===== src/rtl/alu_exec_stage.sv =====
// 20-bit single-entry ALU execute stage; optional ADC carry chain under ALU_CARRY_CHAIN_EN.
// Latency 1 cycle from accept to out_valid; full throughput with simultaneous consume/accept.
// Backpressure: in_ready = !out_valid || out_ready; result and flags hold while stalled.
module alu_exec_stage #(
    parameter int CNT_W = 16
) (
    input  logic             clk,
    input  logic             rst,
    input  logic             in_valid,
    output logic             in_ready,
    input  logic [2:0]       in_op,
    input  logic [19:0]      in_a,
    input  logic [19:0]      in_b,
    input  logic [3:0]       in_shamt,
    output logic             out_valid,
    input  logic             out_ready,
    output logic [19:0]      out_res,
    output logic             out_carry,
    output logic             out_zero,
    output logic [CNT_W-1:0] op_count
);

    typedef enum logic {
        S_EMPTY = 1'b0,
        S_FULL  = 1'b1
    } state_t;

    localparam logic [2:0] OP_ADD   = 3'd0;
    localparam logic [2:0] OP_ADC   = 3'd1;
    localparam logic [2:0] OP_AND   = 3'd2;
    localparam logic [2:0] OP_OR    = 3'd3;
    localparam logic [2:0] OP_NOT   = 3'd4;
    localparam logic [2:0] OP_SHL   = 3'd5;
    localparam logic [2:0] OP_SHR   = 3'd6;
    localparam logic [2:0] OP_PASSB = 3'd7;

    state_t            r_state;
    state_t            w_state_nxt;
    logic [19:0]       r_res;
    logic              r_carry;
    logic              r_zero;
    logic [CNT_W-1:0]  r_count;

    logic              w_accept;
    logic              w_consume;
    logic              w_cin;
    logic [20:0]       w_sum;
    logic [20:0]       w_shl;
    logic [20:0]       w_shr;
    logic [19:0]       w_res;
    logic              w_carry;

    assign out_valid = (r_state == S_FULL);
    assign in_ready  = !out_valid || out_ready;
    assign w_accept  = in_valid && in_ready;
    assign w_consume = out_valid && out_ready;

`ifdef ALU_CARRY_CHAIN_EN
    logic r_cflag;

    always_ff @(posedge clk or posedge rst) begin
        if (rst) begin
            r_cflag <= 1'b0;
        end else if (w_accept && (in_op == OP_ADD || in_op == OP_ADC ||
                                  in_op == OP_SHL || in_op == OP_SHR)) begin
            r_cflag <= w_carry;
        end
    end

    assign w_cin = (in_op == OP_ADC) ? r_cflag : 1'b0;
`else
    assign w_cin = 1'b0;
`endif

    // Widened operands put the carry-out (add), last bit shifted out (shl/shr) in a fixed bit.
    assign w_sum = {1'b0, in_a} + {1'b0, in_b} + {20'd0, w_cin};
    assign w_shl = {1'b0, in_a} << in_shamt;
    assign w_shr = {in_a, 1'b0} >> in_shamt;

    always_comb begin
        w_res   = 20'd0;
        w_carry = 1'b0;
        case (in_op)
            OP_ADD, OP_ADC: begin
                w_res   = w_sum[19:0];
                w_carry = w_sum[20];
            end
            OP_AND:   w_res = in_a & in_b;
            OP_OR:    w_res = in_a | in_b;
            OP_NOT:   w_res = ~in_a;
            OP_SHL: begin
                w_res   = w_shl[19:0];
                w_carry = w_shl[20];
            end
            OP_SHR: begin
                w_res   = w_shr[20:1];
                w_carry = w_shr[0];
            end
            OP_PASSB: w_res = in_b;
            default:  w_res = 20'd0;
        endcase
    end

    always_ff @(posedge clk or posedge rst) begin
        if (rst) begin
            r_state <= S_EMPTY;
        end else begin
            r_state <= w_state_nxt;
        end
    end

    always_comb begin
        w_state_nxt = r_state;
        case (r_state)
            S_EMPTY: if (w_accept) w_state_nxt = S_FULL;
            S_FULL:  if (w_consume && !w_accept) w_state_nxt = S_EMPTY;
            default: w_state_nxt = S_EMPTY;
        endcase
    end

    always_ff @(posedge clk or posedge rst) begin
        if (rst) begin
            r_res   <= 20'd0;
            r_carry <= 1'b0;
            r_zero  <= 1'b0;
        end else if (w_accept) begin
            r_res   <= w_res;
            r_carry <= w_carry;
            r_zero  <= (w_res == 20'd0);
        end
    end

    always_ff @(posedge clk or posedge rst) begin
        if (rst) begin
            r_count <= '0;
        end else if (w_consume) begin
            r_count <= r_count + 1'b1;
        end
    end

    assign out_res   = r_res;
    assign out_carry = r_carry;
    assign out_zero  = r_zero;
    assign op_count  = r_count;

endmodule


===== config.mk =====
export PLATFORM = sky130hd
export DESIGN_NAME = alu_exec_stage
export DESIGN_NICKNAME = d
export VERILOG_FILES = /design/src/rtl/alu_exec_stage.sv
export SDC_FILE = /design/constraint.sdc
export NUM_CORES = 1
export LEC_CHECK = 0
export ABC_CLOCK_PERIOD_IN_PS = 5200
export CAP_MARGIN = 20
export CORE_UTILIZATION = 57
export CTS_CLUSTER_DIAMETER = 120
export DETAILED_ROUTE_END_ITERATION = 16
export GPL_TIMING_DRIVEN = 0
export HOLD_SLACK_MARGIN = 0.1
export PLACE_DENSITY_LB_ADDON = 0.1
export REMOVE_ABC_BUFFERS = 1
export SLEW_MARGIN = 15
export SYNTH_ARGS = -nofsm -noshare
export SYNTH_HDL_FRONTEND = slang
export SYNTH_SLANG_ARGS = --single-unit

===== constraint.sdc =====
create_clock -name clk -period 5.2 [get_ports clk]
set_clock_uncertainty 0.15 [all_clocks]
set_input_delay 1.04 -clock clk [delete_from_list [all_inputs] [get_ports clk]]
set_output_delay 1.04 -clock clk [all_outputs]
set_load 0.02 [all_outputs]

==> qor.yml, run 1 <==
outcome:
  status: "complete, no violations"
grt:
  grt_pass1_vias: 6137
  grt_pass1_wl_um: 32300
  grt_start_max_net_pins: 65
  grt_util_all_layers_pct: 37.6
  gr-total-overflow: 0
  antenna_found_initial: 1
worst_setup_path:
  crit_chain: "clkdlybuf4s50_1, inv_1, ha_1, a2111oi_4, o21ai_2, a21oi_4, xnor2_1, a2111oi_4, o2111ai_1, a2111oi_2, nand4_1, o21ai_1"
  crit_family: "compound AO/OA/AOI/OAI gates"
  worst-path-max-fanout: 10
  critPathCaptureType: "register"
  cp_data_required_time_ns: 5.27
  reg2reg_depth: 9
  path_common_cell: "a2111oi_4"
  slowest_stage: "clkdlybuf4s50_1"
  rrSetupSlack_ns: 2.58
  cp-startpoint: "in_a[4]"
  r2r_end: "out_zero$_DFFE_PP0P_"
  cpPeakStageDelay_ns: 0.73
  path_buf_inv: 2
  crit_path_start_kind: "input pin"
  cp.arrival_ns: 4.62
  path_class: "input pin to register"
  r2r_start: "out_valid$_DFF_PP0_"
clock_network:
  cts_buffers: 5
  clkTransAtPathRegs_ns: 0.07
  post_cts_buffers: 0
  cts.sinks: 39
  ctsResizeCount: 0
  postCtsHoldBufs: 0
  clkLatencyLatePin_ns: 0.28
  htree_levels: 2
  ctsLongestPathBuffers: 2
  clockRootBuffer: "clkbuf_8"
  cts_tree: "built"
power_and_ir_drop:
  p_sw_uw: 569
  swShare_pct: 42.2
  pwr-share-clk_pct: 13.4
  max-vdd-ir-drop_mv: 0.227
  seqPwrFrac_pct: 29.7
  pwr-share-comb_pct: 56.9
  power_uw: 1350
  internal_power_uw: 779
  leakage_uw: 0.00291
  power_density_mw_per_mm2: 195
die:
  die_h_um: 104
  die_area_mm2: 0.0109
  die_x_um: 104
  start_util_pct: 59.9
  rows: 36
  coreArea_mm2: 0.00995
  io_pins: 91
timing:
  rsz0062_at_grt: "no"
  setup_ws_ns: 0.650
  timing.final.crit_period_ns: 4.55
  hold_viol_final: 0
  max_clock_freq_ghz: 0.220
  fin_crit_sh_pct: 87.5
  setup_viol: 0
  slew_viol_final: 0
  tightest_slew_ns: 1.11
  slew_headroom_pct: 25.3
yosys:
  yosysSeqAreaShare_pct: 16.4
  synth_most_common_cell: "nand2_1"
  ys_warn_count: 0
  synthArstFlopShare_pct: 100
  synthTopCellsByCount: "nand2_1 (98), inv_1 (51), nor2_1 (51)"
  syn-cell-area_mm2: 0.00597
  syn_area_per_cell_um2: 7.92
  syn_inst: 753
  synth_top_area_share_pct: 16.4
  synth_edf_count: 0
  synth_area_leader_cell: "dfrtp_1"
  ys_ff_latch: 39
  post_synth_main_area_contributors: "dfrtp_1 (16%), ha_1 (8.6%), mux4_2 (7.9%)"
  synth_cell_type_count: 79
  synth_flop_cell: "dfrtp_1"
min_path:
  hold_class: "register to register"
  hp-start: "out_res[17]$_DFFE_PP0P_"
  worstHoldPathCells: 2
  hold_end: "out_res[17]$_DFFE_PP0P_"
finish:
  fill_cells: 802
  drive_gt1_share_pct: 9.69
  antenna_cells: 0
  final_nets: 889
  fin_cells: 928
  syn_to_final_growth_pct: 15.9
routing:
  vias_per_cell: 6.74
  vias: 6254
  post-route-drc-count: 0
  wl_um: 20000
  ant_nets: 0
  wl_per_cell_um: 21.5
  drt_iter0_markers: 587
  dr.pass1.iters: 7
job:
  drv_cap: 0
placement:
  post-place-cells: 921
  pre_cts_slack_ns: 0.446
  place_hpwl_um: 15200
  gp_congestion: 1.01
  io_buffers: 90
==> cell families (layout without fill, tap and decap cells) <==
logic type | count (synthesis) | in the layout | synth area share [%]
adder cells (fa/ha/maj) | 42 | 42 | 8.93
XOR/XNOR | 27 | 27 | 3.96
buffers and inverters | 111 | 153 | 7.84
multiplexers | 79 | 79 | 18.1
AO/OA/AOI/OAI | 206 | 206 | 24.7
flip-flops | 39 | 39 | 16.4
AND/OR/NAND/NOR | 249 | 249 | 20.1
==> layout make-up <==
cell class                      instances  area [µm²]  area share (%)
Sequential cell                        39         976            14.1
Timing Repair Buffer                   95         965            13.9
Clock buffer                            6        72.6            1.05
Tap cell                              133         166            2.41
Inverter                               52         195            2.82
Multi-Input combinational cell        603        4540            65.7
==> registers in the layout, indices dropped and copies added (netlist names) <==
name	cells
out_res	20
out_valid	1
op_count	16
out_carry	1
out_zero	1
==> stage by stage <==
stage                     setup TNS [ns]  util, %  area (µm²)  hold WS (ns)
after floorplan                        0        -        5690         0.432
after global placement             -7.69     67.9        6760         0.311
after detailed placement               0     68.6        6830         0.320
after CTS                              0     69.3        6900         0.336
after global routing                   0     69.5        6920         0.366
final                                  0     69.5        6920         0.330
==> metal layers <==
layer  GRT usage (%)  wire length, µm  vias up
met3            5.76             1820       61
met2            60.9             9340      392
met1            48.3             7970     2958
met5               0               14        -
met4            19.8              826        2
li1                -                -     2841
==> power groups by stage <==
stage               logic [µW]  registers (µW)  clock network, µW
floorplan                  365             465                  0
global placement           731             401                  0
detailed placement         749             405                  0
CTS                        755             401                185
global route               825             409                199
finish                     768             400                180
==> worst register-to-register path, delay by kind of cell (launching register included) <==
family,cells,cell delay (ns)
AOI/OAI and AO/OA,4,1.02
DFF,1,0.40
and+or+nand+nor,5,0.97
==> placed cells by master, fill, tap and decap left out, types with 16 or more instances in the layout <==
master / Yosys / routed
dfrtp_1: 39 / 39
o21ai_0: 43 / 43
ha_1: 41 / 41
nand2b_1: 20 / 20
inv_1: 51 / 50
nand3_1: 19 / 19
mux2_2: 16 / 16
mux4_2: 21 / 21
nor2_1: 51 / 51
a211oi_1: 24 / 24
a21oi_1: 39 / 39
mux2i_1: 41 / 41
clkdlybuf4s50_1: 0 / 85
nand2_1: 98 / 98
xnor2_1: 19 / 19
==> worst max path at each step <==
stage,to,slack (ns),depth (start not counted)
6_report,out_zero$_DFFE_PP0P_,0.65,12
5_1_grt,out_zero$_DFFE_PP0P_,0.50,12
4_1_cts,out_zero$_DFFE_PP0P_,0.73,12
3_5_place_dp,out_zero$_DFFE_PP0P_,0.45,12
3_3_place_gp,out_zero$_DFFE_PP0P_,-1.02,10
2_1_floorplan,out_zero$_DFFE_PP0P_,1.64,11
Power figures use the tool's default switching activity.
==> run 2: changes to the inputs <==
--- a/config.mk
+++ b/config.mk
@@ -5,12 +5,11 @@
 export SDC_FILE = /design/constraint.sdc
 export NUM_CORES = 1
 export LEC_CHECK = 0
-export ABC_CLOCK_PERIOD_IN_PS = 5200
+export ABC_CLOCK_PERIOD_IN_PS = 4680
 export CAP_MARGIN = 20
-export CORE_UTILIZATION = 57
-export CTS_CLUSTER_DIAMETER = 120
+export CORE_UTILIZATION = 56
+export CTS_CLUSTER_DIAMETER = 200
 export DETAILED_ROUTE_END_ITERATION = 16
-export GPL_TIMING_DRIVEN = 0
 export HOLD_SLACK_MARGIN = 0.1
 export PLACE_DENSITY_LB_ADDON = 0.1
 export REMOVE_ABC_BUFFERS = 1
==> constraint.sdc (replaced) <==
create_clock -name clk -period 4.68 [get_ports clk]
set_clock_uncertainty 0.15 [all_clocks]
set_input_delay 0.936 -clock clk [delete_from_list [all_inputs] [get_ports clk]]
set_output_delay 0.936 -clock clk [all_outputs]
set_load 0.02 [all_outputs]
==> qor.yml, run 2 (synthesis gave the netlist of run 1 again) <==
clock_network:
  htree_levels: 2  # unchanged
  clockRootBuffer: "clkbuf_8"  # unchanged
  post_cts_buffers: 0  # unchanged
  clkTransAtPathRegs_ns: 0.07  # about the same
  cts_tree: "built"  # unchanged
  ctsResizeCount: 0  # unchanged
  postCtsHoldBufs: 0  # unchanged
  cts.sinks: 39  # unchanged
  clkLatencyLatePin_ns: 0.30  # was 0.28 ns
  ctsLongestPathBuffers: 2  # unchanged
  cts_buffers: 5  # unchanged
worst_setup_path:
  reg2reg_depth: 10  # was 9
  endpoint: "out_zero$_DFFE_PP0P_"  # unchanged
  path_class: "input pin to register"  # unchanged
  critPathCaptureType: "register"  # unchanged
  cp_data_required_time_ns: 4.75  # was 5.27 ns
  cp-startpoint: "in_a[5]"  # was in_a[4]
  r2r_start: "out_valid$_DFF_PP0_"  # unchanged
  cpPeakStageDelay_ns: 0.57  # was 0.73 ns
  r2r_end: "out_zero$_DFFE_PP0P_"  # unchanged
  cp.arrival_ns: 4.12  # was 4.62 ns
  crit_path_start_kind: "input pin"  # unchanged
  rrSetupSlack_ns: 2.15  # was 2.58 ns
  crit_chain: "clkdlybuf4s50_1, inv_1, ha_1, nor3_1, nor3_1, a21boi_0, buf_4, o211ai_1, a21boi_0, a32o_1, a211oi_1, nand4_1, o21ai_1"  # was clkdlybuf4s50_1, inv_1, ha_1, a2111oi_4, o21ai_2, a21oi_4, xnor2_1, a2111oi_4, o2111ai_1, a2111oi_2, nand4_1, o21ai_1
  worst-path-max-fanout: 4  # was 10
  slowest_stage: "clkdlybuf4s50_1"  # unchanged
timing:
  fin_crit_sh_pct: 86.6
  fin_setup_tns_ns: 0  # unchanged
  rsz0062_at_grt: "no"  # unchanged
  slew_viol_final: 0  # unchanged
  timing.final.crit_period_ns: 4.05
  max_clock_freq_ghz: 0.247
  setup_viol: 0  # unchanged
  slew_headroom_pct: 42.3  # was 25.3%
  hold_viol_final: 0  # unchanged
  tightest_slew_ns: 0.863  # was 1.11 ns
  holdWs_ns: 0.335  # was 0.330 ns
finish:
  final_cell_mix: "nand2_1 (98), clkdlybuf4s50_1 (87), inv_1 (51), nor2_1 (51), o21ai_0 (43)"  # was nand2_1 (98), clkdlybuf4s50_1 (85), nor2_1 (51)
  drive_gt1_share_pct: 13.5  # was 9.69%
  fin_util_pct: 69.8  # was 69.5%
  post-route-cell-area_mm2: 0.00721  # was 0.00692 mm²
  largest_reg_flops: 20  # unchanged
  antenna_cells: 0  # unchanged
  final_common_cell: "nand2_1"  # unchanged
  final_nets: 928  # was 889
  syn_to_final_growth_pct: 20.8  # was 15.9%
grt:
  gr-total-overflow: 0  # unchanged
  grt_util_all_layers_pct: 38.8  # was 37.6%
  grt_pass1_wl_um: 33200  # was 32,300 µm
  antenna_found_initial: 1  # unchanged
  grt_pass1_vias: 6019  # was 6,137
  grt_start_max_net_pins: 45  # was 65
die:
  coreArea_mm2: 0.0103  # was 0.00995 mm²
  die_h_um: 105  # was 104 µm
  die_area_mm2: 0.0111  # was 0.0109 mm²
  die_x_um: 105  # was 104 µm
  start_util_pct: 57.8  # was 59.9%
  io_pins: 91  # unchanged
  rows: 37  # was 36
power_and_ir_drop:
  power_uw: 1560  # was 1350 µW
  power_density_mw_per_mm2: 216  # was 195 mW/mm²
  leakage_uw: 0.00309  # was 0.00291 µW
  max-vdd-ir-drop_mv: 0.267  # was 0.227 mV
min_path:
  hold_class: "register to register"  # unchanged
  worstHoldPathCells: 2  # unchanged
routing:
  post-route-drc-count: 0  # unchanged
  wl_um: 21400  # was 20,000 µm
  ant_nets: 0  # unchanged
  wl_per_cell_um: 22.0  # was 21.5 µm
  dr.pass1.iters: 5  # was 7
  vias: 6370  # was 6,254
  drt_iter0_markers: 672  # was 587
  vias_per_cell: 6.56  # was 6.74
job:
  drv_cap: 0  # unchanged
placement:
  io_buffers: 90  # unchanged
  place_hpwl_um: 16800  # was 15,200 µm
  gp_congestion: 0.968  # was 1.01
  placed_cell_area_mm2: 0.00712  # was 0.00683 mm²
outcome:
  status: "complete, no violations"  # unchanged
## run 2: routing by layer
metal	routed length (µm)	vias to the layer above	global-route usage, %
met5	0	-	0
met4	585	0	13.4
met3	2020	40	6.12
met2	9950	361	63.4
met1	8840	3062	52.2
li1	-	2907	-
## run 2: worst min-delay path by stage
| stage | startpoint | to | slack [ns] |
|---|---|---|---|
| global placement | out_res[13]$_DFFE_PP0P_ | out_res[13]$_DFFE_PP0P_ | 0.31 |
| detailed placement | out_res[13]$_DFFE_PP0P_ | out_res[13]$_DFFE_PP0P_ | 0.31 |
| finish | out_res[15]$_DFFE_PP0P_ | out_res[15]$_DFFE_PP0P_ | 0.33 |
| global route | out_res[11]$_DFFE_PP0P_ | out_res[11]$_DFFE_PP0P_ | 0.36 |
| floorplan | op_count[15]$_DFFE_PP0P_ | op_count[15]$_DFFE_PP0P_ | 0.43 |
| CTS | out_res[11]$_DFFE_PP0P_ | out_res[11]$_DFFE_PP0P_ | 0.33 |
## run 2: per-stage QoR
step | instances | setup WS, ns
finish | 971 | 0.628
global route | 971 | 0.487
CTS | 971 | 0.732
detailed placement | 964 | 0.458
global placement | 964 | 0.449
floorplan | 694 | 1.23
## run 2: critical path, delay by kind of cell
| kind | cells | cell delay [ns] |
|---|---|---|
| simple gates | 3 | 0.70 |
| fa+ha+maj | 1 | 0.35 |
| buf+inv | 3 | 0.83 |
| compound gates | 6 | 1.31 |
## run 2: final cells by class
cell class | count | area, µm²
clock inverters | 1 | 5.00
clock buffers | 6 | 82.6
flip-flops and latches | 39 | 976
inverters | 52 | 195
multi-input cells | 603 | 4520
well taps | 136 | 170
fillers | 856 | 3120
repair buffers | 134 | 1250
## run 2: where the power goes
part           switching, µW  leakage (µW)  internal [µW]
clock network            111     0.0000470            116
logic                    496       0.00255            391
registers               48.2      0.000492            395
==> run 3: changes to the inputs <==
--- a/config.mk
+++ b/config.mk
@@ -7,11 +7,13 @@
 export LEC_CHECK = 0
 export ABC_CLOCK_PERIOD_IN_PS = 4680
 export CAP_MARGIN = 20
+export CORE_MARGIN = 10
 export CORE_UTILIZATION = 56
 export CTS_CLUSTER_DIAMETER = 200
 export DETAILED_ROUTE_END_ITERATION = 16
+export GPL_TIMING_DRIVEN = 0
 export HOLD_SLACK_MARGIN = 0.1
-export PLACE_DENSITY_LB_ADDON = 0.1
+export PLACE_DENSITY = 0.82
 export REMOVE_ABC_BUFFERS = 1
 export SLEW_MARGIN = 15
 export SYNTH_ARGS = -nofsm -noshare
==> qor.yml, run 3 (synthesis gave the netlist of run 1 again) <==
clock_network:
  post_cts_buffers: 0  # unchanged
  clkLatencyLatePin_ns: 0.29  # was 0.30 ns
  ctsLongestPathBuffers: 2  # unchanged
  cts.sinks: 39  # unchanged
  cts_buffers: 5  # unchanged
  cts_tree: "built"  # unchanged
  ctsResizeCount: 0  # unchanged
  clkTransAtPathRegs_ns: 0.07  # about the same
  postCtsHoldBufs: 0  # unchanged
  clockRootBuffer: "clkbuf_8"  # unchanged
  htree_levels: 2  # unchanged
job:
  drv_cap: 0  # unchanged
min_path:
  hold_class: "register to register"  # unchanged
worst_setup_path:
  crit_path_start_kind: "input pin"  # unchanged
  cp_data_required_time_ns: 4.75  # about the same
  path_class: "input pin to register"  # unchanged
  critPathCaptureType: "register"  # unchanged
  cp.arrival_ns: 4.55  # was 4.12 ns
  worst-path-max-fanout: 10  # was 4
power_and_ir_drop:
  pwr-share-comb_pct: 55.6  # was 57.0%
  seqPwrFrac_pct: 28.9  # was 28.5%
  power_density_mw_per_mm2: 221  # was 216 mW/mm²
  internal_power_uw: 903  # was 902 µW
  swShare_pct: 41.5  # was 42.1%
  leakage_uw: 0.00294  # was 0.00309 µW
  pwr-share-clk_pct: 15.5  # was 14.6%
  max-vdd-ir-drop_mv: 0.222  # was 0.267 mV
  p_sw_uw: 641  # was 656 µW
finish:
  fin_cells: 936  # was 971
  post-route-cell-area_mm2: 0.00698  # was 0.00721 mm²
  final_common_cell: "nand2_1"  # unchanged
  final_nets: 892  # was 928
  largest_reg_flops: 20  # unchanged
  syn_to_final_growth_pct: 17.0  # was 20.8%
  antenna_cells: 0  # unchanged
  final_cell_mix: "nand2_1 (98), clkdlybuf4s50_1 (85), nor2_1 (51)"  # was nand2_1 (98), clkdlybuf4s50_1 (87), inv_1 (51), nor2_1 (51), o21ai_0 (43)
  drive_gt1_share_pct: 10.1  # was 13.5%
placement:
  io_buffers: 90  # unchanged
  place_hpwl_um: 16100  # was 16,800 µm
  post-place-cells: 927  # was 964
  placed_cell_area_mm2: 0.00687  # was 0.00712 mm²
  pre_cts_slack_ns: -0.123  # was 0.458 ns
  gp_congestion: 0.989  # was 0.968
timing:
  setup_ws_ns: 0.193  # was 0.628 ns
  rsz0062_at_grt: "no"  # unchanged
  timing.final.crit_period_ns: 4.49  # was 4.05 ns
  tightest_slew_ns: 0.907  # was 0.863 ns
  fin_crit_sh_pct: 95.9  # was 86.6%
  setup_viol: 0  # unchanged
  max_clock_freq_ghz: 0.223  # was 0.247 GHz
  hold_viol_final: 0  # unchanged
  slew_viol_final: 0  # unchanged
  slew_headroom_pct: 39.5  # was 42.3%
routing:
  wl_per_cell_um: 22.1  # was 22.0 µm
  drt_iter0_markers: 669  # was 672
  post-route-drc-count: 0  # unchanged
  dr.pass1.iters: 6  # was 5
  vias_per_cell: 6.69  # was 6.56
  ant_nets: 0  # unchanged
  vias: 6262  # was 6,370
  wl_um: 20700  # was 21,400 µm
die:
  die_h_um: 123  # was 105 µm
  die_x_um: 123  # was 105 µm
  start_util_pct: 57.5  # was 57.8%
  die_area_mm2: 0.0152  # was 0.0111 mm²
  coreArea_mm2: 0.0104  # was 0.0103 mm²
  io_pins: 91  # unchanged
  rows: 37  # unchanged
outcome:
  status: "complete, no violations"  # unchanged
grt:
  grt_start_max_net_pins: 65  # was 45
  grt_pass1_wl_um: 32200  # was 33,200 µm
  antenna_found_initial: 0  # was 1
  gr-total-overflow: 0  # unchanged
  grt_pass1_vias: 5917  # was 6,019
  grt_util_all_layers_pct: 26.7  # was 38.8%
run 3: routing by layer:
metal	track usage, %	up-vias	wire [µm]
met5	0	-	0
met4	7.57	0	476
met3	4.10	41	2160
met2	44.5	376	9680
met1	34.9	2996	8400
li1	-	2849	-
run 3: final cells by class:
cell class,count,area [µm²]
inverter,52,195
sequential,39,976
fill,915,3390
multi-input combinational,603,4540
clock buffer,8,100
timing repair buffer,98,1000
tap,136,170
run 3: path summary, 6_finish.rpt:
kind | from | endpoint | slack [ns] | cells after the start
hold / removal | out_res[4]$_DFFE_PP0P_ | out_res[4]$_DFFE_PP0P_ | 0.33 | 2
min in group asynchronous | rst | op_count[12]$_DFFE_PP0P_ | 0.95 | 2
setup reg to reg | out_valid$_DFF_PP0_ | out_zero$_DFFE_PP0P_ | 2.05 | 9
max in group asynchronous | rst | op_count[0]$_DFFE_PP0P_ | 2.95 | 2
setup / recovery | in_a[4] | out_zero$_DFFE_PP0P_ | 0.19 | 12
hold reg to reg | out_res[4]$_DFFE_PP0P_ | out_res[4]$_DFFE_PP0P_ | 0.33 | 2
run 3: worst max-delay path, cell delays in order:
cell and delay [ns]:
clkdlybuf4s50_1 0.72, inv_1 0.14, ha_1 0.44, a2111oi_4 0.48, o21ai_2 0.20, a21oi_4 0.19
xnor2_1 0.12, a2111oi_4 0.45, o2111ai_1 0.20, a2111oi_2 0.38, nand4_1 0.14, o21ai_1 0.15
run 3: power by group through the flow:
stage	Sequential (µW)	Combinational, µW	Clock (µW)
after CTS	446	847	244
after global placement	448	823	0
after global routing	453	923	262
final	446	858	240
after floorplan	517	405	0
after detailed placement	452	844	0
run 3: through the flow:
| step | hold slack [ns] | util [%] | TNS [ns] | total power (µW) |
|---|---|---|---|---|
| final | 0.330 | 67.3 | 0 | 1540 |
| after global routing | 0.339 | 67.3 | 0 | 1640 |
| after CTS | 0.331 | 67.2 | 0 | 1540 |
| after detailed placement | 0.314 | 66.2 | -0.123 | 1300 |
| after global placement | 0.312 | 65.2 | -18.37 | 1270 |
| after floorplan | 0.432 | - | 0 | 922 |
